**src/rtl/csr_file_m.sv**
```systemverilog
// Machine-mode CSR unit for the single-issue NPC core.
// Implements csrrw/csrrs/csrrc on the M-mode CSRs and the 64-bit mcycle/minstret
// counters. It also owns trap entry (ecall, ebreak, machine-timer interrupt) and
// mret, and drives the fetch redirect. Architectural updates happen only on retire.
// Ports:
//   clk, rst                     clock, asynchronous active-high reset
//   finish                       current instruction retires this cycle
//   pc, next_pc                  PC of the current instruction / PC after it
//   csr_addr, csr_op, csr_wdata  access request (op: 00 none, 01 RW, 10 RS, 11 RC)
//   csr_rdata, csr_illegal       old CSR value, illegal-access flag (combinational)
//   trap_ecall/ebreak/mret       trap and return requests from the EXU
//   irq_timer                    level machine-timer interrupt
//   redirect_valid, redirect_pc  fetch redirect (combinational)
module csr_file_m #(
    parameter int unsigned XLEN          = 32,
    parameter logic [31:0] MTVEC_RESET   = 32'h8000_0000,
    parameter logic [31:0] MSTATUS_RESET = 32'h0000_1800,
    parameter bit          HAS_COUNTERS  = 1'b1,
    parameter logic [31:0] MVENDORID     = 32'h0,
    parameter logic [31:0] MARCHID       = 32'h0
) (
    input  logic            clk,
    input  logic            rst,
    input  logic            finish,
    input  logic [XLEN-1:0] pc,
    input  logic [XLEN-1:0] next_pc,
    input  logic [11:0]     csr_addr,
    input  logic [1:0]      csr_op,
    input  logic [XLEN-1:0] csr_wdata,
    output logic [XLEN-1:0] csr_rdata,
    output logic            csr_illegal,
    input  logic            trap_ecall,
    input  logic            trap_ebreak,
    input  logic            trap_mret,
    input  logic            irq_timer,
    output logic            redirect_valid,
    output logic [XLEN-1:0] redirect_pc
);
    localparam int unsigned CW = 2 * XLEN;

    localparam logic [11:0] A_MSTATUS   = 12'h300;
    localparam logic [11:0] A_MIE       = 12'h304;
    localparam logic [11:0] A_MTVEC     = 12'h305;
    localparam logic [11:0] A_MSCRATCH  = 12'h340;
    localparam logic [11:0] A_MEPC      = 12'h341;
    localparam logic [11:0] A_MCAUSE    = 12'h342;
    localparam logic [11:0] A_MTVAL     = 12'h343;
    localparam logic [11:0] A_MIP       = 12'h344;
    localparam logic [11:0] A_MCYCLE    = 12'hB00;
    localparam logic [11:0] A_MINSTRET  = 12'hB02;
    localparam logic [11:0] A_MCYCLEH   = 12'hB80;
    localparam logic [11:0] A_MINSTRETH = 12'hB82;
    localparam logic [11:0] A_MVENDORID = 12'hF11;
    localparam logic [11:0] A_MARCHID   = 12'hF12;
    localparam logic [11:0] A_MIMPID    = 12'hF13;
    localparam logic [11:0] A_MHARTID   = 12'hF14;

    localparam logic [1:0] OP_NONE = 2'b00;
    localparam logic [1:0] OP_RW   = 2'b01;
    localparam logic [1:0] OP_RS   = 2'b10;

    // Architectural state; mstatus/mie keep only their implemented bits.
    logic            st_mie;
    logic            st_mpie;
    logic            mie_mtie;
    logic [XLEN-1:0] mtvec;
    logic [XLEN-1:0] mscratch;
    logic [XLEN-1:0] mepc;
    logic [XLEN-1:0] mcause;
    logic [XLEN-1:0] mtval;
    logic [CW-1:0]   mcycle;
    logic [CW-1:0]   minstret;

    logic            implemented;
    logic [XLEN-1:0] old_val;
    logic [XLEN-1:0] new_val;
    logic            wr_req;
    logic            exc_take;
    logic            mret_take;
    logic            irq_take;
    logic            wr_en;
    logic [XLEN-1:0] mtvec_base;

    // Read mux and implemented-address decode.
    always_comb begin
        implemented = 1'b1;
        old_val     = '0;
        case (csr_addr)
            A_MSTATUS: begin
                old_val[12:11] = 2'b11;
                old_val[7]     = st_mpie;
                old_val[3]     = st_mie;
            end
            A_MIE:       old_val[7] = mie_mtie;
            A_MTVEC:     old_val = mtvec;
            A_MSCRATCH:  old_val = mscratch;
            A_MEPC:      old_val = mepc;
            A_MCAUSE:    old_val = mcause;
            A_MTVAL:     old_val = mtval;
            A_MIP:       old_val[7] = irq_timer;
            A_MCYCLE:    old_val = mcycle[XLEN-1:0];
            A_MCYCLEH:   old_val = mcycle[CW-1:XLEN];
            A_MINSTRET:  old_val = minstret[XLEN-1:0];
            A_MINSTRETH: old_val = minstret[CW-1:XLEN];
            A_MVENDORID: old_val = XLEN'(MVENDORID);
            A_MARCHID:   old_val = XLEN'(MARCHID);
            A_MIMPID:    old_val = '0;
            A_MHARTID:   old_val = '0;
            default:     implemented = 1'b0;
        endcase
    end

    // Write value, legality and commit qualification.
    always_comb begin
        case (csr_op)
            OP_RW:   new_val = csr_wdata;
            OP_RS:   new_val = old_val | csr_wdata;
            default: new_val = old_val & ~csr_wdata;
        endcase
        wr_req      = (csr_op == OP_RW) || (csr_wdata != '0);
        csr_illegal = (csr_op != OP_NONE) &&
                      (!implemented || ((csr_addr[11:10] == 2'b11) && wr_req));
        csr_rdata   = (csr_op != OP_NONE) ? old_val : '0;

        exc_take  = finish && (trap_ecall || trap_ebreak);
        mret_take = finish && trap_mret && !exc_take;
        irq_take  = finish && irq_timer && st_mie && mie_mtie &&
                    !trap_ecall && !trap_ebreak && !trap_mret;
        wr_en     = finish && (csr_op != OP_NONE) && !csr_illegal && wr_req &&
                    !exc_take && !mret_take && !irq_take;
    end

    // Redirect target; vectored interrupts land at base + 4*cause.
    always_comb begin
        mtvec_base     = {mtvec[XLEN-1:2], 2'b00};
        redirect_valid = !rst && (exc_take || mret_take || irq_take);
        if (mret_take)
            redirect_pc = mepc;
        else if (irq_take && (mtvec[1:0] == 2'b01))
            redirect_pc = mtvec_base + XLEN'(28);
        else
            redirect_pc = mtvec_base;
    end

    // State update: trap/mret beat CSR writes; counter writes beat increments.
    always_ff @(posedge clk or posedge rst) begin
        if (rst) begin
            st_mie   <= MSTATUS_RESET[3];
            st_mpie  <= MSTATUS_RESET[7];
            mie_mtie <= 1'b0;
            mtvec    <= XLEN'(MTVEC_RESET);
            mscratch <= '0;
            mepc     <= '0;
            mcause   <= '0;
            mtval    <= '0;
            mcycle   <= '0;
            minstret <= '0;
        end else begin
            if (exc_take) begin
                mepc    <= pc;
                mcause  <= trap_ecall ? XLEN'(11) : XLEN'(3);
                mtval   <= trap_ecall ? '0 : pc;
                st_mpie <= st_mie;
                st_mie  <= 1'b0;
            end else if (mret_take) begin
                st_mie  <= st_mpie;
                st_mpie <= 1'b1;
            end else if (irq_take) begin
                mepc    <= next_pc;
                mcause  <= {1'b1, (XLEN-1)'(7)};
                mtval   <= '0;
                st_mpie <= st_mie;
                st_mie  <= 1'b0;
            end else if (wr_en) begin
                case (csr_addr)
                    A_MSTATUS: begin
                        st_mie  <= new_val[3];
                        st_mpie <= new_val[7];
                    end
                    A_MIE:      mie_mtie <= new_val[7];
                    A_MTVEC:    mtvec <= {new_val[XLEN-1:2],
                                          (new_val[1:0] == 2'b01) ? 2'b01 : 2'b00};
                    A_MSCRATCH: mscratch <= new_val;
                    A_MEPC:     mepc <= {new_val[XLEN-1:2], 2'b00};
                    A_MCAUSE:   mcause <= new_val;
                    A_MTVAL:    mtval <= new_val;
                    default: ;
                endcase
            end

            if (!HAS_COUNTERS) begin
                mcycle   <= '0;
                minstret <= '0;
            end else begin
                if (wr_en && (csr_addr == A_MCYCLE))
                    mcycle <= {mcycle[CW-1:XLEN], new_val};
                else if (wr_en && (csr_addr == A_MCYCLEH))
                    mcycle <= {new_val, mcycle[XLEN-1:0]};
                else
                    mcycle <= mcycle + CW'(1);

                if (wr_en && (csr_addr == A_MINSTRET))
                    minstret <= {minstret[CW-1:XLEN], new_val};
                else if (wr_en && (csr_addr == A_MINSTRETH))
                    minstret <= {new_val, minstret[XLEN-1:0]};
                else if (finish)
                    minstret <= minstret + CW'(1);
            end
        end
    end
endmodule

```
**config.mk**
```make
export PLATFORM = sky130hd
export DESIGN_NAME = csr_file_m
export DESIGN_NICKNAME = d
export VERILOG_FILES = /design/src/rtl/csr_file_m.sv
export SDC_FILE = /design/constraint.sdc
export NUM_CORES = 1
export LEC_CHECK = 0
export ABC_AREA = 1
export CAP_MARGIN = 10
export CORE_MARGIN = 2
export CORE_UTILIZATION = 45
export DETAILED_ROUTE_END_ITERATION = 12
export PLACE_DENSITY = 0.64
export SYNTH_ARGS = -nofsm -noshare
export SYNTH_HDL_FRONTEND = slang
export SYNTH_SLANG_ARGS = --single-unit
```
**constraint.sdc**
```tcl
create_clock -name clk -period 14.17 [get_ports clk]
set_input_delay 2.1255 -clock clk [delete_from_list [all_inputs] [get_ports clk]]
set_output_delay 2.1255 -clock clk [all_outputs]
set_load 0.02 [all_outputs]
```
; ---- Word level (Yosys, flattened, before mapping)
; Cells that the tools add are included.
[classes]
addsub = 3
eq_ne = 24
mux = 45
n_bitwise = 7
reduce_logical = 57
[op_table]
columns = cell, count
row1 = $mux 32, 21
row2 = $mux 64, 3
row3 = $pmux 19 s9, 1
row4 = $add 64x1->64 const B, 2
row5 = $eq 12x10->1 const B, 8
row6 = $eq 12x12->1 const B, 8
row7 = $pmux 3 s9, 3
row8 = $pmux 32 s2, 1
row9 = $add 32x5->32 const B, 1
row10 = $and 32x32->32, 1
row11 = $not 32->32, 1
row12 = $or 32x32->32, 1
row13 = $reduce_bool 32->1, 1
row14 = $logic_and 1x1->1, 23
row15 = $pmux 2 s10, 1
row16 = $reduce_or 16->1, 1
row17 = $reduce_and 5->1, 3
row18 = $mux 1, 12
row19 = $pmux 1 s12, 1
row20 = $reduce_bool 3->1, 4
row21 = $pmux 1 s10, 1
row22 = $logic_not 1->1, 9
row23 = $reduce_and 3->1, 3
row24 = $reduce_bool 4->1, 2
row25 = other kinds (8), 24
[word_totals]
reg_bits = 291

; ---- Longest topological paths before layout
[logic_depth]
word_depth = 16
ltp_mapped = 19
mapped_depth_nobuf = 17

; ---- Least setup slack after synthesis
; No wires, ideal clock.
[synth_timing]
kind = input to output
from = input trap_ecall
to = output redirect_pc[24]
arrival_time_ns = 3.986
t_required_ns = 12.045
setup_slack_ns = 8.059
cell_stages = 12
path_cell_list = buf_2 > clkinv_2 > nand2_2 > nor2_1 > nand2_2 > nor2_4 > nand2_2 > nor2_2 > nand3_2 > nor3_1 > xor2_1 > o21ai_0
[synth_between]
elab_chain_len = 7
[synth_lines]
columns = element, line_no
row1 = "start, declared", 32  ; input logic trap_ecall,
row2 = $logic_not 1->1, 128  ; !trap_ecall && !trap_ebreak && !trap_mret;
row3 = $logic_and 1x1->1, 127  ; irq_take = finish && irq_timer && st_mie && mie_mtie &&
row4 = $logic_and 1x1->1 (2 in a row), 128
row5 = $logic_and 1x1->1, 139  ; else if (irq_take && (mtvec[1:0] == 2'b01))
row6 = $mux 32, 139
row7 = $mux 32 (*), 137  ; if (mret_take)
row8 = "end, declared", 37  ; output logic [XLEN-1:0] redirect_pc
; Every way passes the cells marked *; elsewhere a longest branch is shown, timed or not.

; ---- Worst setup path in the final report
[layout_timing]
from = input finish
to = output redirect_pc[27]
[layout_between]
elab_chain_len = 9
[layout_lines]
columns = element, line_no
row1 = "start, declared", 24  ; input logic finish,
row2 = $logic_and 1x1->1 (4 in a row), 127
row3 = $logic_and 1x1->1 (2 in a row), 128
row4 = $logic_and 1x1->1, 139
row5 = $mux 32, 139
row6 = $mux 32 (*), 137
; Marked as above.

==> key figures <==
Place
  • PortBufs: 182
  • Gp weighted congestion: 1.031
  • Detailed Place HPWL: 79,100 µm

Worst setup path
  • WP data required: 12.04 ns
  • Crit Path Max Fanout: 33
  • Critical path type: primary input to output port
  • Crit path capture type: output port
  • WP data arrival: 6.39 ns
  • Worst R2R Start: st_mie
  • R2R Path End: minstret[4]
  • R2R cell count: 10
  • Internal reg-to-reg setup slack: 10.79 ns
  • CP startpoint kind: primary input

CTS
  • Maximum root-to-sink buffer count: 3
  • H-tree depth: 2
  • Post CTS Setup Buffer Count: 0
  • CTS tree: done
  • Clk_lat worst skew: 0.59 ns
  • Root Driver: clkbuf_16
  • CTS resizes: 0
  • Clock transition at path regs: 0.05 ns
  • CTS Hold Bufs: 0
  • Num Clock Sinks: 290
  • CTS buffer count: 38

Min path
  • Tightest Hold Check Type: flop to flop
  • Hold path cells: 2
  • Hold Path Origin: mtval[13]
  • Hold path endpoint: mtval[13]

Power
  • Leakage: 0.01213 µW
  • Clock network power share: 0.424
  • Sw Ratio: 0.3203
  • Comb pwr share: 0.161
  • NetSw: 757.9 µW
  • PwrDens: 92.42 nW/µm²
  • Sequential power share: 0.415
  • Max rail drop VDD: 80.20 µV
  • Internal: 1608 µW

STA
  • Final Max Tran Viols: 0
  • Final setup fails: 0
  • Period utilisation layout: 0.6009
  • Worst-Margin Slew: 1.178 ns
  • Final setup TNS: 0 ns
  • Final Hold Viols: 0
  • Clock skew: 0.03532 ns
  • Max Fclk: 117.4 MHz
  • RSZ-0062 raised after global routing: no
  • Relative slew slack: 0.2118
  • Minimum clock period: 8.515 ns

Floorplan
  • Core Footprint: 48,750 µm²
  • Chip width: 225.6 µm
  • Die area: 50,920 µm²
  • Chip Height: 225.6 µm
  • Initial Utilization: 0.4535
  • IO Pins: 183
  • Row count: 81

Global route
  • Total GRT Usage: 0.4080
  • Largest net degree at the start of global routing: 108
  • Grt ovf: 0
  • Vias in the first global route: 23,150
  • Antenna violations before repair: 1
  • First-pass GRT wire length: 152,300 µm

Logic synthesis
  • Syn Inst Count: 3,608
  • Synth cell types: 51
  • Ys flop type: dfrtp_1
  • EDFF count, synth: 0
  • Sequential area share after synthesis: 0.3283
  • Async set-reset flop share out of synthesis: 1.000
  • Post-synthesis register bit count: 290
  • Synthesized net count: 3,731
  • Mapped Area: 22,110 µm²
  • Avg Inst Size Synth: 6.127 µm²
  • Warnings, synthesis: 0

Detailed routing
  • Wirelength, routed: 104,000 µm
  • Initial DRC Count: 3,308
  • Drt drc: 0
  • Post-DRT Antenna Nets: 0
  • Drt via density: 5.764
  • Post-DR wirelength/cell: 23.63 µm
  • Drt first pass iters: 6
  • Routed via count: 25,380

Job
  • Max Cap Viol: 0

Final layout
  • Commonest non-fill, non-tap cell in the layout: nand2_1
  • Layout area overhead: 15.81%
  • Proportion of layout cells with a drive suffix above 1: 0.04093
  • Most frequent cells in the layout: nand2_1 (1,400), nor2_1 (365), inv_1 (354), nand3_1 (330), dfrtp_1 (289)
  • Nets: 3,834
  • Final Core Density: 0.5252

Outcome
  • Outcome: finished clean
[critical path, cell delays in order]
cell and delay (ns):
clkdlybuf4s50_1 1.16, inv_2 0.14, nor3_2 0.17, nand2_2 0.20, inv_2 0.53, nand2_1 0.24, nor2_2 0.22, nand4_1 0.19
nor2_1 0.21, nand2_1 0.16, nor2_1 0.13, nand3_1 0.07, nand2_1 0.08, nand2_1 0.05, nand2_1 0.10, clkdlybuf4s50_1 0.60
[Yosys cell counts (13+ instances only)]
master	count	area share
xor2_1	104	0.041
inv_1	355	0.060
dfrtp_1	289	0.33
a21oi_1	56	0.013
buf_2	57	0.013
nand2_1	1402	0.24
nand3_1	330	0.075
o211ai_1	20	0.0068
nor3_1	63	0.014
a22o_1	13	0.0052
clkbuf_1	67	0.011
nand4_1	100	0.028
o21ai_0	132	0.030
o21ai_1	101	0.023
nor2_1	370	0.063
nor4_1	14	0.0040
[kinds of logic (layout without fill, tap and decap cells)]
| group | Yosys count | count (layout) | share of synthesized area |
|---|---|---|---|
| XOR/XNOR | 116 | 116 | 0.04596 |
| AO/OA/AOI/OAI | 346 | 346 | 0.08608 |
| buffers and inverters | 510 | 640 | 0.09208 |
| adder cells (fa/ha/maj) | 6 | 6 | 0.003396 |
| AND/OR/NAND/NOR | 2340 | 2340 | 0.4442 |
| other | 0 | 1 | 0 |
| flip-flops | 290 | 290 | 0.3283 |
[registers in the layout, indices dropped and copies added, names as in the netlist]
signal and cells:
mcause 32, mcycle 64, mepc 32, mie_mtie 1, minstret 64, mscratch 32
mtval 32, mtvec 31, st_mie 1, st_mpie 1
[through the flow]
step	cell area (µm²)	setup WS [ns]	total power [µW]	cells	hold slack, ns
final	25600	5.655	2366	4403	0.4753
after global routing	25600	5.378	2439	4402	0.4890
after CTS	25600	5.765	2354	4402	0.4794
after detailed placement	24350	5.784	1363	4335	0.4658
after global placement	24350	5.848	1361	4335	0.4647
after floorplan	22110	4.040	1182	3608	0.4488
[power groups by stage]
stage	combinational, µW	clock, µW	sequential (µW)
after global placement	369	0	992
after detailed placement	372	0	991
final	382	1000	982
after CTS	373	1000	978
after global routing	413	1040	989
after floorplan	225	0	957
[cell type report]
type,count,area (µm²)
Fill cell,5090,23150
Multi-Input combinational cell,2808,12870
Sequential cell,290,7258
Timing Repair Buffer,207,2009
Inverter,366,1383
Clock buffer,58,1116
Tap cell,664,830.8
Clock inverter,9,133.9
Antenna cell,1,2.502
[worst max path at each step]
stage / endpoint / from
after global routing: redirect_pc[27] / finish
after global placement: redirect_pc[27] / finish
after floorplan: mcause[0] / rst
after detailed placement: redirect_pc[27] / finish
after CTS: redirect_pc[27] / finish
final: redirect_pc[27] / finish
[per-layer routing]
metal  global-route usage  vias to the layer above  part of all wire
met4               0.2361                        0             0.065
met1               0.5466                    11860              0.40
met5                    0                        -                 0
met3              0.07676                      297              0.11
li1                     -                    11700                 -
met2               0.6164                     1523              0.43
(Power assumes the default switching activity.)
